`src/rtl/nw_pkg.sv`:
```
// Shared types and constants for the Needleman-Wunsch control unit.
package nw_pkg;

    typedef enum logic [3:0] {
        StIdle  = 4'd0,
        StInit  = 4'd1,
        StRd    = 4'd2,
        StCalc  = 4'd3,
        StWr    = 4'd4,
        StNext  = 4'd5,
        StTrace = 4'd6,
        StDone  = 4'd7,
        StErr   = 4'd8
    } nw_state_e;

    localparam int unsigned SymW      = 3;
    localparam int unsigned WdogLimit = 65535;

endpackage

```
`src/rtl/nw_seq_loader.sv`:
```
// Sequence RAM loader: per-sequence write counters, registered RAM write strobes,
// and overflow detection for beats arriving after a sequence is already full.
module nw_seq_loader
    import nw_pkg::*;
#(
    parameter int unsigned N       = 128,
    parameter int unsigned BitAddr = $clog2(N + 1)
) (
    input  logic               clk_i,
    input  logic               rst_i,
    input  logic               load_en_d_i,
    input  logic               seq_valid_i,
    input  logic               seq_sel_i,
    input  logic [SymW-1:0]    seq_sym_i,
    input  logic               seq_clear_i,
    output logic               seq_ready_o,
    output logic               en_ram_o,
    output logic               we_a_o,
    output logic               we_b_o,
    output logic [SymW-1:0]    din_ram_o,
    output logic [BitAddr:0]   addr_a_o,
    output logic [BitAddr:0]   addr_b_o,
    output logic               full_o,
    output logic               ovf_o
);

    localparam logic [BitAddr:0] AddrOne = (BitAddr + 1)'(1);
    localparam logic [BitAddr:0] AddrEnd = (BitAddr + 1)'(N + 1);

    logic [BitAddr:0] cnt_a_q, cnt_b_q, cur_cnt;
    logic             seq_ready_q, accept, wr;

    // seq_clear has priority over a beat in the same cycle.
    always_comb begin
        accept  = seq_valid_i & seq_ready_q & ~seq_clear_i;
        cur_cnt = seq_sel_i ? cnt_b_q : cnt_a_q;
        ovf_o   = accept & (cur_cnt == AddrEnd);
        wr      = accept & (cur_cnt != AddrEnd);
        full_o  = (cnt_a_q == AddrEnd) & (cnt_b_q == AddrEnd);
    end

    always_ff @(posedge clk_i) begin
        if (rst_i) begin
            cnt_a_q     <= AddrOne;
            cnt_b_q     <= AddrOne;
            seq_ready_q <= 1'b0;
            en_ram_o    <= 1'b0;
            we_a_o      <= 1'b0;
            we_b_o      <= 1'b0;
            din_ram_o   <= '0;
            addr_a_o    <= '0;
            addr_b_o    <= '0;
        end else begin
            seq_ready_q <= load_en_d_i;
            en_ram_o    <= wr;
            we_a_o      <= wr & ~seq_sel_i;
            we_b_o      <= wr & seq_sel_i;
            if (wr) begin
                din_ram_o <= seq_sym_i;
            end
            if (wr && !seq_sel_i) begin
                addr_a_o <= cnt_a_q;
                cnt_a_q  <= cnt_a_q + AddrOne;
            end
            if (wr && seq_sel_i) begin
                addr_b_o <= cnt_b_q;
                cnt_b_q  <= cnt_b_q + AddrOne;
            end
            if (seq_clear_i) begin
                cnt_a_q <= AddrOne;
                cnt_b_q <= AddrOne;
            end
        end
    end

    assign seq_ready_o = seq_ready_q;

endmodule

```
`src/rtl/nw_control_unit.sv`:
```
// Phase sequencer for the Needleman-Wunsch datapath; all strobes are registered.
// Optional stall watchdog enabled by defining NW_CTRL_WATCHDOG_EN.
module nw_control_unit
    import nw_pkg::*;
#(
    parameter int unsigned N       = 128,
    parameter int unsigned BitAddr = $clog2(N + 1)
) (
    input  logic               clk,
    input  logic               rst,
    input  logic               seq_valid,
    input  logic               seq_sel,
    input  logic [SymW-1:0]    seq_sym,
    output logic               seq_ready,
    input  logic               seq_clear,
    input  logic               start,
    output logic [SymW-1:0]    din_ram,
    output logic               en_ram,
    output logic               weA,
    output logic               weB,
    output logic [BitAddr:0]   addr_dinA,
    output logic [BitAddr:0]   addr_dinB,
    output logic               en_init,
    input  logic               end_init,
    output logic               en_read,
    input  logic               calculated,
    output logic               en_ins,
    output logic               we,
    output logic               change_index,
    input  logic               end_filling,
    output logic               en_traceB,
    input  logic               end_c,
    output logic               busy,
    output logic               done,
    output logic               load_err,
    output logic [3:0]         state
);

    nw_state_e state_q, state_d;
    logic      load_err_q, load_err_d;
    logic      fill_seen_q, fill_seen_d;
    logic      load_en_d, full, ovf;
    logic      en_init_q, en_read_q, en_ins_q, we_q, change_index_q, en_traceB_q;
    logic      busy_q, done_q;

    nw_seq_loader #(
        .N       (N),
        .BitAddr (BitAddr)
    ) u_loader (
        .clk_i       (clk),
        .rst_i       (rst),
        .load_en_d_i (load_en_d),
        .seq_valid_i (seq_valid),
        .seq_sel_i   (seq_sel),
        .seq_sym_i   (seq_sym),
        .seq_clear_i (seq_clear),
        .seq_ready_o (seq_ready),
        .en_ram_o    (en_ram),
        .we_a_o      (weA),
        .we_b_o      (weB),
        .din_ram_o   (din_ram),
        .addr_a_o    (addr_dinA),
        .addr_b_o    (addr_dinB),
        .full_o      (full),
        .ovf_o       (ovf)
    );

`ifdef NW_CTRL_WATCHDOG_EN
    logic [15:0] wdog_q;

    always_ff @(posedge clk) begin
        if (rst || (state_d != state_q)) begin
            wdog_q <= '0;
        end else if (wdog_q != '1) begin
            wdog_q <= wdog_q + 16'd1;
        end
    end
`endif

    always_comb begin
        state_d     = state_q;
        load_err_d  = load_err_q;
        fill_seen_d = fill_seen_q;
        unique case (state_q)
            StIdle, StDone: begin
                if (seq_clear) begin
                    state_d = StIdle;
                end else if (start) begin
                    if (full) state_d = StInit;
                    else      load_err_d = 1'b1;
                end
            end
            StInit:  if (end_init) state_d = StRd;
            StRd: begin
                fill_seen_d = 1'b0;
                state_d     = StCalc;
            end
            StCalc:  if (calculated) state_d = StWr;
            StWr: begin
                // Remember an early end_filling so NEXT still pulses change_index.
                fill_seen_d = end_filling;
                state_d     = StNext;
            end
            StNext:  state_d = (end_filling || fill_seen_q) ? StTrace : StRd;
            StTrace: if (end_c) state_d = StDone;
            StErr:   if (seq_clear) state_d = StIdle;
            default: state_d = StIdle;
        endcase
        if (ovf)       load_err_d = 1'b1;
        if (seq_clear) load_err_d = 1'b0;
`ifdef NW_CTRL_WATCHDOG_EN
        if ((state_q == StInit || state_q == StCalc || state_q == StTrace) &&
            (wdog_q == 16'(WdogLimit - 1))) begin
            state_d    = StErr;
            load_err_d = 1'b1;
        end
`endif
        load_en_d = (state_d == StIdle) || (state_d == StDone);
    end

    always_ff @(posedge clk) begin
        if (rst) begin
            state_q        <= StIdle;
            load_err_q     <= 1'b0;
            fill_seen_q    <= 1'b0;
            en_init_q      <= 1'b0;
            en_read_q      <= 1'b0;
            en_ins_q       <= 1'b0;
            we_q           <= 1'b0;
            change_index_q <= 1'b0;
            en_traceB_q    <= 1'b0;
            busy_q         <= 1'b0;
            done_q         <= 1'b0;
        end else begin
            state_q        <= state_d;
            load_err_q     <= load_err_d;
            fill_seen_q    <= fill_seen_d;
            en_init_q      <= (state_d == StInit);
            en_read_q      <= (state_d == StRd);
            en_ins_q       <= (state_d == StWr);
            we_q           <= (state_d == StWr);
            change_index_q <= (state_d == StNext);
            en_traceB_q    <= (state_d == StTrace);
            busy_q         <= (state_d != StIdle) && (state_d != StDone) && (state_d != StErr);
            done_q         <= (state_d == StDone);
        end
    end

    assign state        = state_q;
    assign load_err     = load_err_q;
    assign en_init      = en_init_q;
    assign en_read      = en_read_q;
    assign en_ins       = en_ins_q;
    assign we           = we_q;
    assign change_index = change_index_q;
    assign en_traceB    = en_traceB_q;
    assign busy         = busy_q;
    assign done         = done_q;

endmodule

```
`config.mk`:
```
export PLATFORM = sky130hd
export DESIGN_NAME = nw_control_unit
export DESIGN_NICKNAME = d
export VERILOG_FILES = /design/src/rtl/nw_pkg.sv /design/src/rtl/nw_seq_loader.sv /design/src/rtl/nw_control_unit.sv
export SDC_FILE = /design/constraint.sdc
export NUM_CORES = 1
export LEC_CHECK = 0
export BUFFER_PORTS_ARGS = -buffer_cell sky130_fd_sc_hd__buf_2
export CAP_MARGIN = 25
export CORE_ASPECT_RATIO = 0.9
export CORE_MARGIN = 2
export CORE_UTILIZATION = 50
export CTS_BUF_LIST = sky130_fd_sc_hd__clkbuf_4
export DETAILED_ROUTE_END_ITERATION = 7
export GPL_TIMING_DRIVEN = 0
export PLACE_DENSITY = 0.73
export SLEW_MARGIN = 10
export SYNTH_ARGS = -nofsm -noshare
export SYNTH_HDL_FRONTEND = slang
export SYNTH_HIERARCHICAL = 1
export SYNTH_SLANG_ARGS = --single-unit
```
`constraint.sdc`:
```
create_clock -name clk -period 3 [get_ports clk]
set_clock_uncertainty 0.15 [all_clocks]
set_input_delay 0.3 -clock clk [delete_from_list [all_inputs] [get_ports clk]]
set_output_delay 0.3 -clock clk [all_outputs]
set_load 0.01 [all_outputs]
```
==> results.toml, run 1 <==
[global_route]
grtUsageTotal_pct = 18.9
grt_pass1_wl_microns = 8650
overflow = 0
grt_pass1_vias = 1865
grt_max_degree = 16
antenna_found_initial = 0

[route]
first_iter_violations = 75
wl_met2_microns = 2350
drc = 0
vias = 2062
route.top_layer_used = "met4"
drt-met1-wl_microns = 2740
routed_wl_microns = 5360
ant_nets = 0
met3_length_microns = 252
vias_per_cell = 5.34
routedWlPerCell_microns = 13.9
drtPass1Iterations = 4

[synth]
synth_area_sq_um = 2600
yosys_warnings = 6
synth_top_area_share_pct = 43.2
syn_nets = 280
ys.flop_type = "dfxtp_1"
syn_inst = 263
synth_seq_cells = 56
synth_edf_count = 0
async_flop_share_pct = 0
ys_types = 59
yosysSeqAreaShare_pct = 43.2
synth_area_leaders = "dfxtp_1 (43%), mux2i_1 (8.1%), nor2_1 (5.9%), nand2_1 (2.2%), ha_1 (1.9%)"
synth_area_leader_cell = "dfxtp_1"
avgSynthCellArea_sq_um = 9.88

[pwr]
p_leak_nw = 1.26
power_frac_clock_pct = 28.0
internal_power_mw = 0.887
p_sw_mw = 0.261
p_seq_share_pct = 65.7
p_sw_share_pct = 22.7
p_per_area_nw_per_um2 = 384
ir_worst_vdd_v = 0.000227
combPwrFrac_pct = 6.3

[floorplan]
core-area_sq_um = 4920
io_pins = 51
rows = 24
die_w_microns = 80.0
die_area_sq_um = 5790
fp.dieH_microns = 72.4
initial_utilization_pct = 52.7

[critical_path]
cp-end-kind = "flip-flop"
worstPathRequired_ns = 3.11
r2r-end = "u_loader/seq_ready_o"
crit_path_max_fanout = 8
cp-start-kind = "flip-flop"
rrSetupSlack_ns = 0.23
reg2reg_from = "u_loader/cnt_a_q[4]"
worstSetupPathType = "reg2reg"
r2r_cells = 8
arrival_ns = 2.88

[sta]
slew-limit-headroom_pct = 45.6
finalSetupViolations = 0
setup_tns_ns = 0
fmax_mhz = 361
min_period_over_period_pct = 92.2
fin_crit_ns = 2.77
report.final.slew_viol_count = 0
worstMarginPinSlew_ns = 0.810
hold_viol = 0
rsz0062_at_grt = "false"

[min_path]
hp-class = "in2reg"
min-delay-start = "seq_sym[0]"
min_delay_path_depth = 3
min_to = "u_loader/din_ram_o[0]"

[clock_tree]
clk_pin_slew_ns = 0.15
cts_resized = 0
cts.hold.buffers_added = 0
cts_buffers = 5
clock_latency_ns = 0.36
post_cts.repair.setup_buffers = 0
cts_tree = "done"
cts.sinks = 56
h-tree-depth = 2
clockBufferDepth = 2
root_buffer = "clkbuf_4"

[placement]
dp_hpwl_microns = 3900
place_congestion = 0.827
port_buffers = 50
dpl_cell_area_sq_um = 2930

[job]
maxCapViolations = 0

[layout]
areaGrowthSynthToFinish_pct = 14.9
final_net_count = 337
drive_above_1_share_pct = 28.0
stdcell_area_sq_um = 2990
layout_commonest_cell = "dfxtp_1"
final_core_util_pct = 60.6
layout_common_cells = "dfxtp_1 (56), buf_2 (53), nor2_1 (41)"
antenna_cells = 0

[outcome]
status = "completed"
## metrics by stage
stage	instances	worst slack, ns	total power [mW]	hold WS, ns
after global routing	386	0.120	1.20	0.00924
after detailed placement	378	0.297	0.842	0.302
final	386	0.233	1.15	0.0376
after CTS	386	0.251	1.16	0.0184
after global placement	378	0.316	0.840	0.298
after floorplan	263	0.561	0.811	0.222
## routing by layer
layer / vias to the layer above / track usage [%]
met4: 0 / 5.08
met1: 959 / 26.6
met2: 42 / 28.9
li1: 1059 / -
met5: - / 0
met3: 2 / 4.85
## area by class of cell
| cell class | instances | area [sq um] |
|---|---|---|
| multi-input cells | 188 | 1370 |
| inverters | 6 | 22.5 |
| plain buffers | 13 | 86.3 |
| flip-flops and latches | 56 | 1120 |
| repair buffers | 50 | 250 |
| clock inverters | 1 | 3.75 |
| clock buffers | 7 | 52.6 |
| well taps | 65 | 81.3 |
| fillers | 437 | 1940 |
## state kept, by name (all words and copies together), names as in the netlist, 3 cells and up
name / cells
u_loader/addr_a_o: 9
u_loader/addr_b_o: 9
u_loader/cnt_a_q: 9
u_loader/cnt_b_q: 9
state: 4
u_loader/din_ram_o: 3
## synthesized netlist by cell type (4+ instances only)
| master | number |
|---|---|
| a31o_2 | 4 |
| and4_1 | 4 |
| nand2_1 | 15 |
| xnor2_1 | 5 |
| nor2b_1 | 4 |
| nand4_1 | 4 |
| a211oi_1 | 5 |
| clkbuf_1 | 5 |
| ha_1 | 4 |
| nor2_1 | 41 |
| inv_1 | 6 |
| a21oi_1 | 9 |
| dfxtp_1 | 56 |
| o21ai_0 | 4 |
| mux2i_1 | 21 |
| nor3_1 | 6 |
| nor4_1 | 6 |
| nand2b_1 | 6 |
## critical path, stage by stage (launching register included)
cell and delay [ns]:
dfxtp_1 0.40, nor4b_1 0.50, nor4b_1 0.30, and4_1 0.33, a2111oi_4 0.12, a211oi_4 0.45, nor3b_4 0.09, a31o_1 0.20
nor2b_1 0.12
## power by group through the flow
stage,combinational [mW],clock [mW],sequential [mW]
finish,0.0719,0.321,0.754
CTS,0.0716,0.333,0.754
global placement,0.0700,0,0.770
floorplan,0.0383,0,0.772
detailed placement,0.0712,0,0.770
global route,0.0785,0.361,0.756
## kinds of logic (layout without fill, tap and decap cells)
logic type                 Yosys count  count (layout)  synth area share, %
buffers and inverters               19              77                 4.19
DFF                                 56              56                 43.2
and+or+nand+nor                    115             115                 25.1
AOI/OAI and AO/OA                   40              40                 14.8
adders and majority gates            4               4                 1.93
muxes                               21              21                 8.09
xor gates and xnor gates             8               8                 2.70
## how the worst max path moves through the flow
stage | startpoint | slack (ns) | to
floorplan | u_loader/cnt_b_q[4] | 0.56 | u_loader/seq_ready_o
global placement | u_loader/cnt_a_q[4] | 0.32 | u_loader/seq_ready_o
detailed placement | u_loader/cnt_a_q[4] | 0.30 | u_loader/seq_ready_o
CTS | u_loader/cnt_a_q[4] | 0.25 | u_loader/seq_ready_o
global route | u_loader/cnt_a_q[4] | 0.12 | u_loader/seq_ready_o
finish | u_loader/cnt_a_q[4] | 0.23 | u_loader/seq_ready_o
Note: power is estimated with default switching activity, not from simulation.
==> run 2: changes to the inputs <==
--- a/config.mk
+++ b/config.mk
@@ -5,6 +5,7 @@
 export SDC_FILE = /design/constraint.sdc
 export NUM_CORES = 1
 export LEC_CHECK = 0
+export ABC_AREA = 1
 export BUFFER_PORTS_ARGS = -buffer_cell sky130_fd_sc_hd__buf_2
 export CAP_MARGIN = 25
 export CORE_ASPECT_RATIO = 0.9
==> results.toml, run 2 <==
[sta]
min_period_over_period_pct = 75.7
fmax_mhz = 440
hold_viol = 0
slew-limit-headroom_pct = 66.5
worstMarginPinSlew_ns = 0.502
finalSetupViolations = 0
setup_tns_ns = 0
report.final.slew_viol_count = 0
rsz0062_at_grt = "false"
whs_ns = 0.0364
fin_crit_ns = 2.27

[synth]
synth.most_common_cell = "nand2_1"
synth_area_leader_cell = "dfxtp_1"
syn_nets = 431
ys_top_cells_by_count = "nand2_1 (96), nor2_1 (78), dfxtp_1 (56), inv_1 (39), nand4_1 (36)"
synth_seq_cells = 56
ys.flop_type = "dfxtp_1"
syn_inst = 414
async_flop_share_pct = 0
yosysSeqAreaShare_pct = 39.0
synth_top_area_share_pct = 39.0
ys_types = 28
yosys_warnings = 6
synth_area_leaders = "dfxtp_1 (39%), nand2_1 (13%), nor2_1 (10%), nand4_1 (7.8%), inv_1 (5.1%)"
avgSynthCellArea_sq_um = 6.95
synth_area_sq_um = 2880
synth_edf_count = 0

[min_path]
min-delay-start = "seq_sym[1]"
min_to = "u_loader/din_ram_o[1]"
min_delay_path_depth = 3
hp-class = "in2reg"

[route]
vias_per_cell = 5.13
routed_wl_microns = 6500
ant_nets = 0
vias = 2775
drc = 0
first_iter_violations = 177
routedWlPerCell_microns = 12.0
drtPass1Iterations = 5

[clock_tree]
clk_pin_slew_ns = 0.15
cts_buffers = 5
cts_tree = "done"
cts.sinks = 56
post_cts.repair.setup_buffers = 0
root_buffer = "clkbuf_4"
clockBufferDepth = 2
h-tree-depth = 2
clock_latency_ns = 0.37

[global_route]
grt_max_degree = 16
antenna_found_initial = 0
grt_pass1_vias = 2526
overflow = 0
grt_pass1_wl_microns = 11200
grtUsageTotal_pct = 21.2

[critical_path]
r2r-end = "u_loader/seq_ready_o"
cp-start-kind = "flip-flop"
worstPathRequired_ns = 3.16
rrSetupSlack_ns = 0.73
crit_path_frequent_cell = "inv_1"
crit_chain = "inv_1 -> ha_1 -> nand4_1 -> nor4_1 -> nand2_1 -> and3_2 -> nand2_2 -> inv_1 -> nor2_2 -> nand3_1 -> nand2_1 -> inv_1 -> nor2_1"
worstSetupPathType = "reg2reg"
cp_slowest_stage_delay_ns = 0.40
reg2reg_from = "u_loader/cnt_b_q[1]"
r2r_cells = 13
arrival_ns = 2.44
crit_path_top_delay_cell = "dfxtp_1"
cp-end-kind = "flip-flop"
crit_path_max_fanout = 6

[layout]
layout_common_cells = "nand2_1 (96), nor2_1 (78), dfxtp_1 (56)"
final_net_count = 488
drive_above_1_share_pct = 20.2
seq_area_sq_um = 1120
layout_commonest_cell = "nand2_1"
fillers = 572
areaGrowthSynthToFinish_pct = 13.7
multiInputGateArea_sq_um = 1460
antenna_cells = 0

[floorplan]
rows = 26
die_area_sq_um = 6380
io_pins = 51
die_w_microns = 84.0
core-area_sq_um = 5630
initial_utilization_pct = 51.1
fp.dieH_microns = 76.0

[placement]
port_buffers = 49
place_congestion = 0.930
dp_hpwl_microns = 4920

[pwr]
p_leak_nw = 1.57
ir_worst_vdd_v = 0.000333
p_per_area_nw_per_um2 = 518

[outcome]
status = "completed"

[job]
maxCapViolations = 0
[run 2: worst max-delay path by stage]
stage                     cells past startpoint                    to  slack (ns)           startpoint
final                                        13  u_loader/seq_ready_o        0.73  u_loader/cnt_b_q[1]
after global routing                         13  u_loader/seq_ready_o        0.49  u_loader/cnt_b_q[1]
after CTS                                    12  u_loader/seq_ready_o        0.72  u_loader/cnt_a_q[0]
after detailed placement                     12  u_loader/seq_ready_o        0.76  u_loader/cnt_a_q[0]
after global placement                       12  u_loader/seq_ready_o        0.80  u_loader/cnt_a_q[0]
after floorplan                              12                  busy        1.16  u_loader/cnt_b_q[2]
[run 2: cell families after synthesis]
kind of cell | count (synthesis) | synth area share, %
AND/OR/NAND/NOR | 258 | 42.0
buffers and inverters | 62 | 10.5
flip-flops | 56 | 39.0
AO/OA/AOI/OAI | 28 | 4.96
XOR/XNOR | 6 | 1.83
adder cells (fa/ha/maj) | 4 | 1.74
[run 2: power by group]
group / internal [mW] / switching (mW)
sequential: 0.809 / 0.0401
clock: 0.0961 / 0.215
combinational: 0.191 / 0.343
total: 1.10 / 0.598
[run 2: cell type report]
| class | count | area share, % |
|---|---|---|
| multi-input cells | 296 | 44.5 |
| flip-flops and latches | 56 | 34.3 |
| repair buffers | 50 | 7.80 |
| inverters | 44 | 5.05 |
| plain buffers | 18 | 4.17 |
| well taps | 70 | 2.68 |
| clock buffers | 6 | 1.38 |
| clock inverters | 1 | 0.153 |
[run 2: worst max-delay path, delay by kind of cell (launching register included)]
family                   cells  cell delay (ns)
buffers and inverters        3             0.21
adder cells (fa/ha/maj)      1             0.14
flip-flops                   1             0.40
AND/OR/NAND/NOR              9             1.31
[run 2: layer usage]
| layer | vias to the layer above | track usage [%] | part of all wire (%) |
|---|---|---|---|
| met5 | - | 0 | 0 |
| li1 | 1447 | - | - |
| met4 | 0 | 6.29 | 0.72 |
| met1 | 1237 | 29.7 | 49 |
| met3 | 5 | 3.47 | 6.5 |
| met2 | 86 | 33.8 | 44 |
[run 2: metrics by stage]
step | setup slack (ns) | utilization (%) | instance area (sq um) | cells | power [mW]
after global placement | 0.795 | 57.0 | 3210 | 533 | 1.39
after detailed placement | 0.760 | 57.0 | 3210 | 533 | 1.40
after CTS | 0.720 | 58.1 | 3270 | 541 | 1.71
after global routing | 0.494 | 58.1 | 3270 | 541 | 1.82
after floorplan | 1.16 | - | 2880 | 414 | 1.25
final | 0.728 | 58.1 | 3270 | 541 | 1.69
[run 2: repair_timing]
item,CTS,global route
hold endpoints to repair,1,0
resized for setup,0,0
hold buffers,1,0
==> run 3: changes to the inputs <==
--- a/config.mk
+++ b/config.mk
@@ -5,7 +5,7 @@
 export SDC_FILE = /design/constraint.sdc
 export NUM_CORES = 1
 export LEC_CHECK = 0
-export ABC_AREA = 1
+export ABC_AREA = 0
 export BUFFER_PORTS_ARGS = -buffer_cell sky130_fd_sc_hd__buf_2
 export CAP_MARGIN = 25
 export CORE_ASPECT_RATIO = 0.9
@@ -14,7 +14,7 @@
 export CTS_BUF_LIST = sky130_fd_sc_hd__clkbuf_4
 export DETAILED_ROUTE_END_ITERATION = 7
 export GPL_TIMING_DRIVEN = 0
-export PLACE_DENSITY = 0.73
+export PLACE_DENSITY = 0.76
 export SLEW_MARGIN = 10
 export SYNTH_ARGS = -nofsm -noshare
 export SYNTH_HDL_FRONTEND = slang
==> constraint.sdc (replaced) <==
create_clock -name clk -period 1.95 [get_ports clk]
set_clock_uncertainty 0.15 [all_clocks]
set_input_delay 0.195 -clock clk [delete_from_list [all_inputs] [get_ports clk]]
set_output_delay 0.195 -clock clk [all_outputs]
set_load 0.01 [all_outputs]
==> results.toml, run 3 (synthesis results as in run 1) <==
[layout]
layout_common_cells = "buf_2 (52), dfxtp_1 (49), nor2_1 (38)"
layout.cells.non_filler = 410
areaGrowthSynthToFinish_pct = 28.1
drive_above_1_share_pct = 38.6
final_net_count = 361
antenna_cells = 0
stdcell_area_sq_um = 3330
final_core_util_pct = 67.6
layout_commonest_cell = "buf_2"
fillers = 384

[sta]
finalSetupViolations = 21
rsz0062_at_grt = "true"
setup_tns_ns = -3.67
report.final.slew_viol_count = 0
worstMarginPinSlew_ns = 0.601
setup_ws_ns = -0.352
min_period_over_period_pct = 118
fmax_mhz = 434
slew-limit-headroom_pct = 59.9
whs_ns = 0.0141
fin_crit_ns = 2.30
hold_viol = 0

[pwr]
power.total_mw = 1.79
internal_power_mw = 1.37
p_per_area_nw_per_um2 = 538
p_sw_share_pct = 23.3
p_sw_mw = 0.416
p_leak_nw = 1.40
combPwrFrac_pct = 7.1
p_seq_share_pct = 64.8
ir_worst_vdd_v = 0.000332
power_frac_clock_pct = 28.1

[critical_path]
cp-start-kind = "flip-flop"
worstSetupPathType = "reg2reg"
arrival_ns = 2.44
crit_chain = "or4b_4 -> nor2_4 -> and4_4 -> a2111oi_4 -> o21bai_4 -> nor3b_4 -> a31o_1 -> nor2b_2"
rrSetupSlack_ns = -0.35
setup.worst_path.end = "u_loader/seq_ready_o"
cp_slowest_stage_delay_ns = 0.55
crit_path_max_fanout = 4
r2r-end = "u_loader/seq_ready_o"
crit_path_top_delay_cell = "or4b_4"
reg2reg_from = "u_loader/cnt_b_q[4]"
cp_num_cells = 8
crit_start = "u_loader/cnt_b_q[4]"
worstPathRequired_ns = 2.09
cp-end-kind = "flip-flop"
r2r_cells = 8
critPathTopFamily = "simple AND/OR/NAND/NOR gates"
path_buf_inv = 0

[route]
routedWlPerCell_microns = 14.6
routed_wl_microns = 6000
first_iter_violations = 102
drtPass1Iterations = 4
vias_per_cell = 5.46
vias = 2239
drc = 0
ant_nets = 0

[min_path]
hp-class = "in2reg"
min_delay_path_depth = 3

[floorplan]
die_w_microns = 80.0
rows = 24
core-area_sq_um = 4920
io_pins = 51
die_area_sq_um = 5790
fp.dieH_microns = 72.4
initial_utilization_pct = 52.7

[global_route]
antenna_found_initial = 0
grtUsageTotal_pct = 21.1
grt_pass1_wl_microns = 9670
grt_pass1_vias = 2048
overflow = 0
grt_max_degree = 16

[placement]
dpl_cell_area_sq_um = 2940
dp_slack_ns = -0.647
dp.cells = 378
port_buffers = 50
dp_hpwl_microns = 3870
place_congestion = 0.865

[clock_tree]
h-tree-depth = 2
clock_latency_ns = 0.37
root_buffer = "clkbuf_4"
clockBufferDepth = 2
cts.sinks = 56
clk_pin_slew_ns = 0.15
cts_tree = "done"
cts_buffers = 5

[job]
maxCapViolations = 0

[outcome]
violations = "setup timing"
status = "finished with violations"
[run 3: changes by cell type in the layout (fill, tap and decap cells not counted), sizes merged, moves of 6 or more]
cell / before / now
inv: 43 / 6
nand2b: 0 / 7
nand3: 29 / 3
nor4: 1 / 7
nand4: 36 / 4
a21oi: 21 / 9
nor2: 87 / 42
a211oi: 1 / 7
nor3: 0 / 6
buf: 65 / 75
mux2i: 0 / 21
nand2: 102 / 15
[run 3: worst min-delay path by stage]
stage	from	to
2_1_floorplan	rst	state[1]
3_5_place_dp	u_loader/addr_b_o[0]	u_loader/addr_b_o[0]
5_1_grt	end_filling	fill_seen_q
3_3_place_gp	u_loader/addr_b_o[0]	u_loader/addr_b_o[0]
6_report	end_filling	fill_seen_q
4_1_cts	rst	u_loader/cnt_a_q[4]
[run 3: worst register-to-register path: stages (launching register included)]
cell	delay (ns)
dfxtp_2	0.35
or4b_4	0.55
nor2_4	0.11
and4_4	0.25
a2111oi_4	0.10
o21bai_4	0.21
nor3b_4	0.17
a31o_1	0.19
nor2b_2	0.14
[run 3: metal layers]
layer	global-route usage (%)	part of all wire (%)	vias to the layer above
li1	-	-	1115
met1	28.8	47	1059
met2	34.4	46	56
met3	4.60	5.9	9
met4	5.08	0.93	0
met5	0	0	-
[run 3: timing repair]
| item | in CTS | in global routing |
|---|---|---|
| setup endpoints to repair | 24 | 31 |
| pin swaps | 11 | 11 |
| hold buffers | 5 | 0 |
| gates cloned | 1 | 0 |
| hold endpoints to repair | 6 | 0 |
| gates resized for setup | 18 | 20 |
| buffers inserted | 11 | 7 |
[run 3: power groups by stage]
stage	Clock [mW]	Sequential, mW	Combinational (mW)
floorplan	0	1.19	0.0592
global placement	0	1.19	0.108
detailed placement	0	1.19	0.110
CTS	0.512	1.16	0.121
global route	0.564	1.16	0.140
finish	0.502	1.16	0.128
[run 3: area by class of cell]
type / count / area, sq um / share of cell area, %
buffer: 13 / 92.6 / 2.78
clock buffer: 7 / 52.6 / 1.58
clock inverter: 1 / 3.75 / 0.113
inverter: 6 / 22.5 / 0.677
multi-input combinational: 188 / 1480 / 44.5
sequential: 56 / 1130 / 34.0
tap: 65 / 81.3 / 2.44
timing repair buffer: 74 / 462 / 13.9
